<file path="config.mk">
export PLATFORM = sky130hd
export DESIGN_NAME = hazard_scheduler
export DESIGN_NICKNAME = d
export VERILOG_FILES = /design/src/rtl/hazard_scheduler.sv
export SDC_FILE = /design/constraint.sdc
export NUM_CORES = 1
export LEC_CHECK = 0
export ABC_AREA = 1
export ABC_CLOCK_PERIOD_IN_PS = 2400
export CAP_MARGIN = 20
export CORE_MARGIN = 3
export CORE_UTILIZATION = 36
export CTS_CLUSTER_SIZE = 10
export DETAILED_ROUTE_END_ITERATION = 8
export GPL_TIMING_DRIVEN = 0
export HOLD_SLACK_MARGIN = 0.06
export PLACE_DENSITY = 0.62
export SYNTH_ARGS = -nofsm -noshare
export SYNTH_HDL_FRONTEND = slang
export SYNTH_SLANG_ARGS = --single-unit
</file>
<file path="constraint.sdc">
create_clock -name clock -period 2.4 [get_ports clock]
set_clock_uncertainty 0.05 [all_clocks]
set_input_delay 0.48 -clock clock [delete_from_list [all_inputs] [get_ports clock]]
set_output_delay 0.48 -clock clock [all_outputs]
set_load 0.03 [all_outputs]
</file>
<file path="src/rtl/hazard_scheduler.sv">
// Interlock and flush controller for the 16-bit 5-stage CPU: decodes IF/ID,
// tracks in-flight register writes in an EX/MEM/WB shadow scoreboard.
module hazard_scheduler (
  input  logic        clock,
  input  logic        reset,
  input  logic [15:0] ifid_ir,
  input  logic        exmem_branch,
  input  logic        exmem_branch_type,
  input  logic        exmem_zero,
  output logic        pc_write,
  output logic        ifid_write,
  output logic        ifid_flush,
  output logic        idex_bubble,
  output logic        exmem_flush,
  output logic        br_taken,
  output logic [15:0] stall_count,
  output logic [15:0] flush_count
);

  typedef struct packed {
    logic       valid;
    logic [1:0] dest;
  } slot_t;

  slot_t      slot_ex, slot_mem, slot_wb;

  logic [3:0] op;
  logic [1:0] rs, rt, rd;
  logic       use_rs, use_rt, writes;
  logic [1:0] dest;
  logic       hazard;
  logic       issue;
  logic       unused_ir;

  assign op        = ifid_ir[15:12];
  assign rs        = ifid_ir[11:10];
  assign rt        = ifid_ir[9:8];
  assign rd        = ifid_ir[7:6];
  assign unused_ir = ^ifid_ir[5:0];

  always_comb begin
    use_rs = 1'b0;
    use_rt = 1'b0;
    writes = 1'b0;
    dest   = '0;
    case (op)
      4'h0, 4'h1, 4'h2, 4'h3, 4'h4, 4'h5, 4'h6: begin
        use_rs = 1'b1;
        use_rt = 1'b1;
        writes = 1'b1;
        dest   = rd;
      end
      4'h7, 4'h8: begin
        use_rs = 1'b1;
        writes = 1'b1;
        dest   = rt;
      end
      4'h9, 4'hA, 4'hB: begin
        use_rs = 1'b1;
        use_rt = 1'b1;
      end
      default: ;
    endcase
  end

  // Register 0 is hardwired, so it can never be the subject of a hazard.
  function automatic logic pending(input logic [1:0] r, input slot_t ex,
                                   input slot_t mem, input slot_t wb);
    return (r != 2'd0) &&
           ((ex.valid  && ex.dest  == r) ||
            (mem.valid && mem.dest == r) ||
            (wb.valid  && wb.dest  == r));
  endfunction

  assign hazard = (use_rs && pending(rs, slot_ex, slot_mem, slot_wb)) ||
                  (use_rt && pending(rt, slot_ex, slot_mem, slot_wb));

  assign br_taken = exmem_branch &
                    (exmem_branch_type ? ~exmem_zero : exmem_zero);

  assign issue = ~br_taken & ~hazard & writes & (dest != 2'd0);

  always_comb begin
    pc_write    = 1'b1;
    ifid_write  = 1'b1;
    ifid_flush  = 1'b0;
    idex_bubble = 1'b0;
    exmem_flush = 1'b0;
    if (br_taken) begin
      ifid_flush  = 1'b1;
      idex_bubble = 1'b1;
      exmem_flush = 1'b1;
    end else if (hazard) begin
      pc_write    = 1'b0;
      ifid_write  = 1'b0;
      idex_bubble = 1'b1;
    end
  end

  // A taken branch squashes the instruction leaving ID/EX, so its write never lands.
  always_ff @(negedge clock) begin
    if (reset) begin
      slot_ex     <= '0;
      slot_mem    <= '0;
      slot_wb     <= '0;
      stall_count <= '0;
      flush_count <= '0;
    end else begin
      slot_wb  <= slot_mem;
      slot_mem <= br_taken ? slot_t'('0) : slot_ex;
      slot_ex  <= '{valid: issue, dest: dest};
      if (hazard && !br_taken && stall_count != '1)
        stall_count <= stall_count + 16'd1;
      if (br_taken && flush_count != '1)
        flush_count <= flush_count + 16'd1;
    end
  end

endmodule

</file>
* Yosys cells after proc, flatten, opt, wreduce, memory -nomap -nowiden
Index checks and enable logic that the tools add are counted.
Word-level totals: memories 0, memory bits (read-only) 0, word-level logic and storage cells 75, RAM bits 0, latch bits 0, register bits 41
Cells by class: shift-type cells 0, multiply operators 0, reduce and logical (&&, ||, !) cells 29, order comparisons 0, div/mod/pow operators 0, bitwise operators 7, add/subtract/negate cells 2, eq/ne operators 19, muxes and demuxes 10
Operators with widths (number):
- adder 16 x 1 -> 16 bit (second input constant) | 2
- != test 16 bit (second input constant) | 2
- equality test 4 x 3 -> 1 bit (second input constant) | 4
- equality test 4 bit (second input constant) | 4
- logical AND 1 bit | 13
- equality test 2 bit | 6
- OR reduction 12 bit | 1
- OR reduction 10 bit | 1
- two-way mux 1 bit | 9
- OR reduction 9 bit | 1
- equality test 4 x 2 -> 1 bit (second input constant) | 2
- OR reduction 7 bit | 1
- nonzero test 2 bit | 3
- logical OR 1 bit | 5
- bitwise AND 1 bit | 4
- equality test 4 x 1 -> 1 bit (second input constant) | 1
- logical NOT 4 bit | 1
- case mux 2 bit (2 select lines) | 1
- OR reduction 2 bit | 2
- NOT 1 bit | 3
- logical NOT 1 bit | 1

* Logic depth before layout (Yosys ltp)
Gate-level depths: netlist (run 1).
depth after elaboration 11, depth in mapped cells 11, gate-level depth less buffers 11

==> reports/qor.yml, run 1 <==
reg2reg_depth: 12
cts_tree: "built"
hold_path_startpoint: "slot_mem[0]"
hold_ws_ps: 394.9
crit_path_max_fanout: 3
setup_viol: 59
final-seq-area_um2: 922.1
cp.required_ps: 1870
antenna_found_initial: 0
synth_edf_count: 0
drive_gt1_share_pct: 49.51
post_dp_cell_area_mm2: 0.003196
finalHoldViolCount: 0
status: "complete, but fails checks"
grt_pass1_wl_um: 12630
hold_class: "flip-flop to flip-flop"
r2r-end: "stall_count[15]"
area_growth_pct: 76.26
synth_cell_types: 30
syn_avg_cell_area_um2: 6.771
io_buffers: 51
synth_area_leaders: "dfxtp_1 (34%), nand2_1 (14%), inv_1 (5.6%), a21oi_1 (5.0%), nand3_1 (5.0%)"
core-area_mm2: 0.006422
io_pins: 59
grt_use_met3_pct: 5.550
ant_nets: 0
gr-total-overflow: 0
cts_buffers: 5
p_per_area_mw_per_mm2: 430.4
crit_family: "simple AND/OR/NAND/NOR gates"
ys_warn_count: 0
multi_input_area_mm2: 0.001627
timing.final.ws_setup_ps: -940.8
num-fill-cells: 548
clock_sinks: 41
syn_area_mm2: 0.002404
drt-total-wl_um: 7691
reg2reg_from: "stall_count[1]"
worst_ep_arrival_time_ps: 2810
die_w_um: 87.71
cts_buffer_depth: 2
drv_cap: 0
grt_pass1_vias: 2900
report.final.slew_viol_count: 0
holdPathEnd: "slot_wb[0]"
yosys.area.top_type: "dfxtp_1"
dp_hpwl_um: 4649
ys_seq_area_share_pct: 34.15
routedWlPerCell_um: 13.08
antenna_cells: 0
crit_buf_inv: 4
fp.dieH_um: 87.71
groute.usage.overall_pct: 20.49
utilization_pct: 65.97
drtIter0Drc: 110
grtUsageMet2_pct: 32.26
synth-main-ff-cell: "dfxtp_1"
busiest_layer: "met2"
htree_levels: 2
synth_common_cells: "nand2_1 (91), dfxtp_1 (41), inv_1 (36)"
crit_path_end_kind: "output pin"
initial_core_util_pct: 37.42
rsz0062_at_grt: "yes"
start_kind: "flip-flop"
die-area_mm2: 0.007693
cts-hold-fix-buffers: 0
fin_area_mm2: 0.004237
power_leakage_uw: 0.001905
use_met1_pct: 25.93
ys_ff_latch: 41
yosysTopAreaCellShare_pct: 34.15
cp_slowest_cell: "dfxtp_2"
via_per_inst: 4.980
grt_max_degree: 13
drc: 0
via_count: 2928
total_power_uw: 1824
synthArstFlopShare_pct: 0
clk_pin_slew_worst_paths_ps: 40
critical-path-max-stage-delay_ps: 340
insertion_delay_ps: 370
worstSetupPathType: "flip-flop to output pin"
relSlewSlack_pct: 55.67
violations: "negative setup slack"
drtPass1Iterations: 4
netlist_instances: 355
synth_most_common_cell: "nand2_1"
final_nets: 533
r2r_slack_ps: 310
min_delay_path_depth: 2
path_cells: "inv_2, a21oi_2, nand3_1, nand3_1, nand2_2, nand2_4, buf_8, nand2_8, buf_6, buf_6"
place_ws_ps: -1213
rows: 29
worst_pin_slew_ps: 665.0
irDropWorstVdd_v: 0.0005489
synth_fp_nets: 378
gp_congestion: 0.8236
cts_root_buf: "clkbuf_8"
==> worst min-delay path, stage by stage, from the launching register on <==
cell	delay, ps
dfxtp_2	320
inv_2	60
nor2_1	30
==> placed cells by master (no fill, tap or decap), types with 18 or more instances in the layout <==
cell type,instances
inv_1,69
nand2_1,65
buf_4,52
buf_6,46
nor2_1,25
dfxtp_4,21
nand4_1,19
nand2_2,19
a21oi_2,19
dfxtp_2,18
==> final cells by class <==
| cell class | instances | share of cell area (%) |
|---|---|---|
| tap | 77 | 2.274 |
| multi-input combinational | 259 | 38.39 |
| clock buffer | 5 | 1.624 |
| clock inverter | 44 | 4.578 |
| sequential | 41 | 21.77 |
| inverter | 41 | 3.987 |
| buffer | 12 | 2.717 |
| timing repair buffer | 109 | 24.66 |
==> layer usage <==
layer,vias to the layer above,part of all wire (%)
met5,-,0
met4,0,1.5
met3,8,4.4
met2,75,48
met1,1373,46
li1,1472,-
==> power by group <==
| part | switching [uW] | internal [uW] | total [uW] |
|---|---|---|---|
| sequential | 6.67 | 674 | 681 |
| clock | 452 | 395 | 847 |
| combinational | 161 | 134 | 295 |
==> kinds of logic (layout without fill, tap and decap cells) <==
group	Yosys count	after routing	share of synthesized area (%)
DFF	41	41	34.15
and+or+nand+nor	190	190	36.75
buffers and inverters	55	211	9.838
AOI/OAI and AO/OA	51	51	12.39
adders and majority gates	2	2	1.041
xor gates and xnor gates	16	16	5.831
==> registers in the layout, indices dropped and copies added (netlist names) <==
signal,cells
flush_count,16
slot_mem,3
slot_ex,3
slot_wb,3
stall_count,16
==> timing repair <==
| item | 4_1_cts | 5_1_grt |
|---|---|---|
| buffers inserted | 51 | 13 |
| pin swaps | 20 | 19 |
| setup endpoints to repair | 76 | 62 |
| cloned | 1 | 0 |
| resized for setup | 385 | 40 |
==> stage by stage <==
| stage | setup TNS, ps | cells |
|---|---|---|
| after floorplan | -11510 | 355 |
| after global placement | -50490 | 483 |
| after detailed placement | -51070 | 483 |
| after CTS | -21250 | 583 |
| after global routing | -17460 | 588 |
| final | -14830 | 588 |
==> how the worst max path moves through the flow <==
stage	slack [ps]	cells after the start	to	start
floorplan	-520	9	pc_write	slot_ex[1]
global placement	-1200	11	pc_write	slot_mem[0]
detailed placement	-1210	11	pc_write	slot_mem[0]
CTS	-920	11	pc_write	slot_ex[1]
global route	-1040	10	pc_write	slot_mem[1]
finish	-940	10	pc_write	slot_mem[1]
Note: power is estimated with default switching activity, not from simulation.
==> run 2: changes to the inputs <==
- CAP_MARGIN: 20 -> not set
- CORE_UTILIZATION: 36 -> 53
- PLACE_DENSITY: 0.62 -> 0.93
==> reports/qor.yml, run 2 <==
ys_seq_area_share_pct: 34.15  # unchanged
cts-resized-gates: 389  # +1.0%
die_w_um: 73.34  # -16%
rows: 23  # -21%
synth_cell_types: 30  # unchanged
ys_ff_latch: 41  # unchanged
tool.error: "[ERROR DPL-0033] detailed placement checks failed during check placement."
io_buffers: 51  # unchanged
synth-main-ff-cell: "dfxtp_1"
dp_hpwl_um: 4673  # +0.51%
initial_core_util_pct: 57.60  # +20 points
fp.dieH_um: 73.34  # -16%
syn_area_mm2: 0.002404  # unchanged
ys_warn_count: 0  # unchanged
cts_setup_buffers: 51  # unchanged
cts_buffer_depth: 2  # unchanged
io_pins: 59  # unchanged
htree_levels: 2  # unchanged
haltStage: "clock tree synthesis (4_1_cts)"
syn_avg_cell_area_um2: 6.771  # unchanged
dp.cells: 456  # -5.6%
synth_most_common_cell: "nand2_1"
synth_fp_nets: 378  # unchanged
yosysTopAreaCellShare_pct: 34.15  # unchanged
cts_root_buf: "clkbuf_8"
cts-hold-fix-buffers: 0  # unchanged
yosys.area.top_type: "dfxtp_1"
netlist_instances: 355  # unchanged
synth_common_cells: "nand2_1 (91), dfxtp_1 (41), inv_1 (36)"
synth_area_leaders: "dfxtp_1 (34%), nand2_1 (14%), inv_1 (5.6%), a21oi_1 (5.0%), nand3_1 (5.0%)"
synth_edf_count: 0  # unchanged
status: "did not finish"
clock_sinks: 41  # unchanged
gp_congestion: 0.8906  # +8.1%
cts_buffers: 5  # unchanged
synthArstFlopShare_pct: 0  # unchanged
==> run 2: cells by family after synthesis <==
kind of cell | count (synthesis) | share of synthesized area (%)
buffers and inverters | 55 | 9.838
adder cells (fa/ha/maj) | 2 | 1.041
XOR/XNOR | 16 | 5.831
AO/OA/AOI/OAI | 51 | 12.39
flip-flops | 41 | 34.15
AND/OR/NAND/NOR | 190 | 36.75
==> run 2: through the flow <==
step	setup slack [ps]	setup TNS [ps]	area [um2]	util, %	hold slack, ps
floorplan	-517.0	-11510	2589	-	375.1
global placement	-1177	-48880	3162	75.77	392.5
detailed placement	-1187	-50460	3162	75.77	396.5
==> run 3: changes to the inputs <==
- CORE_UTILIZATION: 53 -> 40
- CTS_CLUSTER_SIZE: 10 -> not set
- HOLD_SLACK_MARGIN: 0.06 -> not set
- PLACE_DENSITY: 0.93 -> not set
- PLACE_DENSITY_LB_ADDON: not set -> 0.15
==> reports/qor.yml, run 3 (synthesized netlist as in run 1, its figures left out) <==
area_growth_pct: 82.20
crit_family: "buffers and inverters"
pwr-share-seq_pct: 38.8
final_common_cell: "inv_1"
reg2reg_from: "flush_count[0]"
holdPathEnd: "slot_mem[1]"
drc: 0
worstSetupPathType: "flip-flop to output pin"
reg_top3: "flush_count: 16 flops, stall_count: 16 flops"
routedWlPerCell_um: 14.43
initial_core_util_pct: 42.35  # -15 points
die-area_mm2: 0.006975
post_layout_nonfiller_instances: 595
antenna_found_initial: 0
insertion_delay_ps: 380
finalSetupTns_ps: -14550
min_delay_path_depth: 2
core-area_mm2: 0.005675
via_per_inst: 5.212
violations: "negative setup slack"
die_w_um: 83.52  # +14%
grt_pass1_vias: 3187
fin_area_mm2: 0.004379
intPower_uw: 1117
crit_path_end_kind: "output pin"
layout_common_cells: "inv_1 (68), nand2_1 (64), buf_4 (64)"
p_per_area_mw_per_mm2: 401.7
crit_buf_inv: 4
dp.cells: 478  # +4.8%
io_pins: 59  # unchanged
power_frac_clock_pct: 42.6
drt-total-wl_um: 8587
timing.final.ws_setup_ps: -920.9
r2r_slack_ps: 300
via_count: 3101
swShare_pct: 36.50
htree_levels: 2  # unchanged
report.final.slew_viol_count: 0
dp_hpwl_um: 4527  # -3.1%
crit_path_max_fanout: 3
hold_class: "flip-flop to flip-flop"
irDropWorstVdd_v: 0.0003682
final_nets: 545
drtIter0Drc: 141
reg2reg_depth: 11
grt_pass1_wl_um: 13880
cts_buffer_depth: 2  # unchanged
cp.required_ps: 1870
utilization_pct: 77.16
critical-path-max-stage-delay_ps: 340
setup_viol: 63
status: "complete, but fails checks"
pwr-share-comb_pct: 18.5
rsz0062_at_grt: "yes"
cts_root_buf: "clkbuf_8"
post_dp_cell_area_mm2: 0.003189  # +0.87%
hold_path_startpoint: "slot_ex[1]"
cts_buffers: 5  # unchanged
grt_max_degree: 13
drive_gt1_share_pct: 53.54
finalHoldViolCount: 0
gp_congestion: 0.9183  # +3.1%
path_cells: "inv_2, a21oi_2, nand3_2, nand3_2, nand2_2, nand2_4, buf_8, nand2_8, buf_6, buf_6"
num-fill-cells: 386
power_leakage_uw: 0.001987
groute.usage.overall_pct: 23.59
drtPass1Iterations: 5
clk_pin_slew_worst_paths_ps: 40
drv_cap: 0
clock_sinks: 41  # unchanged
fp.dieH_um: 83.52  # +14%
gr-total-overflow: 0
rows: 27  # +17%
worst_ep_arrival_time_ps: 2790
start_kind: "flip-flop"
cp_slowest_cell: "dfxtp_2"
r2r-end: "flush_count[0]"
io_buffers: 51  # unchanged
total_power_uw: 1759
switchingPower_uw: 642.2
cts_tree: "built"
antenna_cells: 0
worst_pin_slew_ps: 701.5
relSlewSlack_pct: 53.23
ant_nets: 0
[run 3: worst max-delay path by stage]
stage,slack [ps],end,from,depth (start not counted)
2_1_floorplan,-520,pc_write,slot_ex[1],9
3_3_place_gp,-1190,pc_write,slot_mem[0],11
3_5_place_dp,-1210,pc_write,slot_mem[0],11
4_1_cts,-900,pc_write,slot_wb[0],10
5_1_grt,-990,pc_write,slot_ex[0],11
6_report,-920,pc_write,slot_wb[0],10
[run 3: power by group through the flow]
stage,Combinational [uW],Sequential [uW],Clock [uW]
floorplan,132,722,107
global placement,213,716,107
detailed placement,214,716,107
CTS,290,684,757
global route,346,682,841
finish,326,683,750
[run 3: through the flow]
stage | worst slack [ps] | hold WS, ps
CTS | -900.9 | 411.1
detailed placement | -1205 | 397.6
global route | -991.6 | 435.8
finish | -920.9 | 408.5
global placement | -1192 | 395.4
floorplan | -517.0 | 375.1
[run 3: per-layer routing]
| metal | global-route usage [%] | up-vias | part of all wire [%] | wire length [um] |
|---|---|---|---|---|
| li1 | - | 1497 | - | - |
| met1 | 27.26 | 1460 | 40 | 3461 |
| met2 | 40.82 | 117 | 52 | 4427 |
| met3 | 6.318 | 27 | 5.8 | 499 |
| met4 | 10.23 | 0 | 2.3 | 200 |
| met5 | 0 | - | 0 | 0 |
[run 3: cell type report]
| class | count | area [um2] | share of cell area, % |
|---|---|---|---|
| clock buffers | 5 | 68.82 | 1.571 |
| clock inverters | 44 | 168.9 | 3.857 |
| well taps | 72 | 90.09 | 2.057 |
| repair buffers | 120 | 1137 | 25.97 |
| flip-flops and latches | 41 | 923.4 | 21.09 |
| plain buffers | 13 | 138.9 | 3.171 |
| multi-input cells | 259 | 1680 | 38.37 |
| inverters | 41 | 171.4 | 3.914 |
[run 3: repair_timing]
action                                  in CTS  in global routing
pin swaps                                   29                 25
endpoints found under the setup margin      76                 69
cloned                                       1                  0
setup buffers                               58                 15
hold buffers                                 0                  0
resized for setup                          392                 54
[run 3: worst register-to-register path, delay by kind of cell (launching register included)]
kind	cells	cell delay (ps)
simple gates	4	790
buf+inv	4	430
flops	1	340
compound gates	2	190
fa+ha+maj	1	180
==> run 4: changes to the inputs <==
- CTS_BUF_LIST: not set -> sky130_fd_sc_hd__clkbuf_8
==> results of run 4 <==
The final DEF is identical to that of run 3; final timing and power are the same.
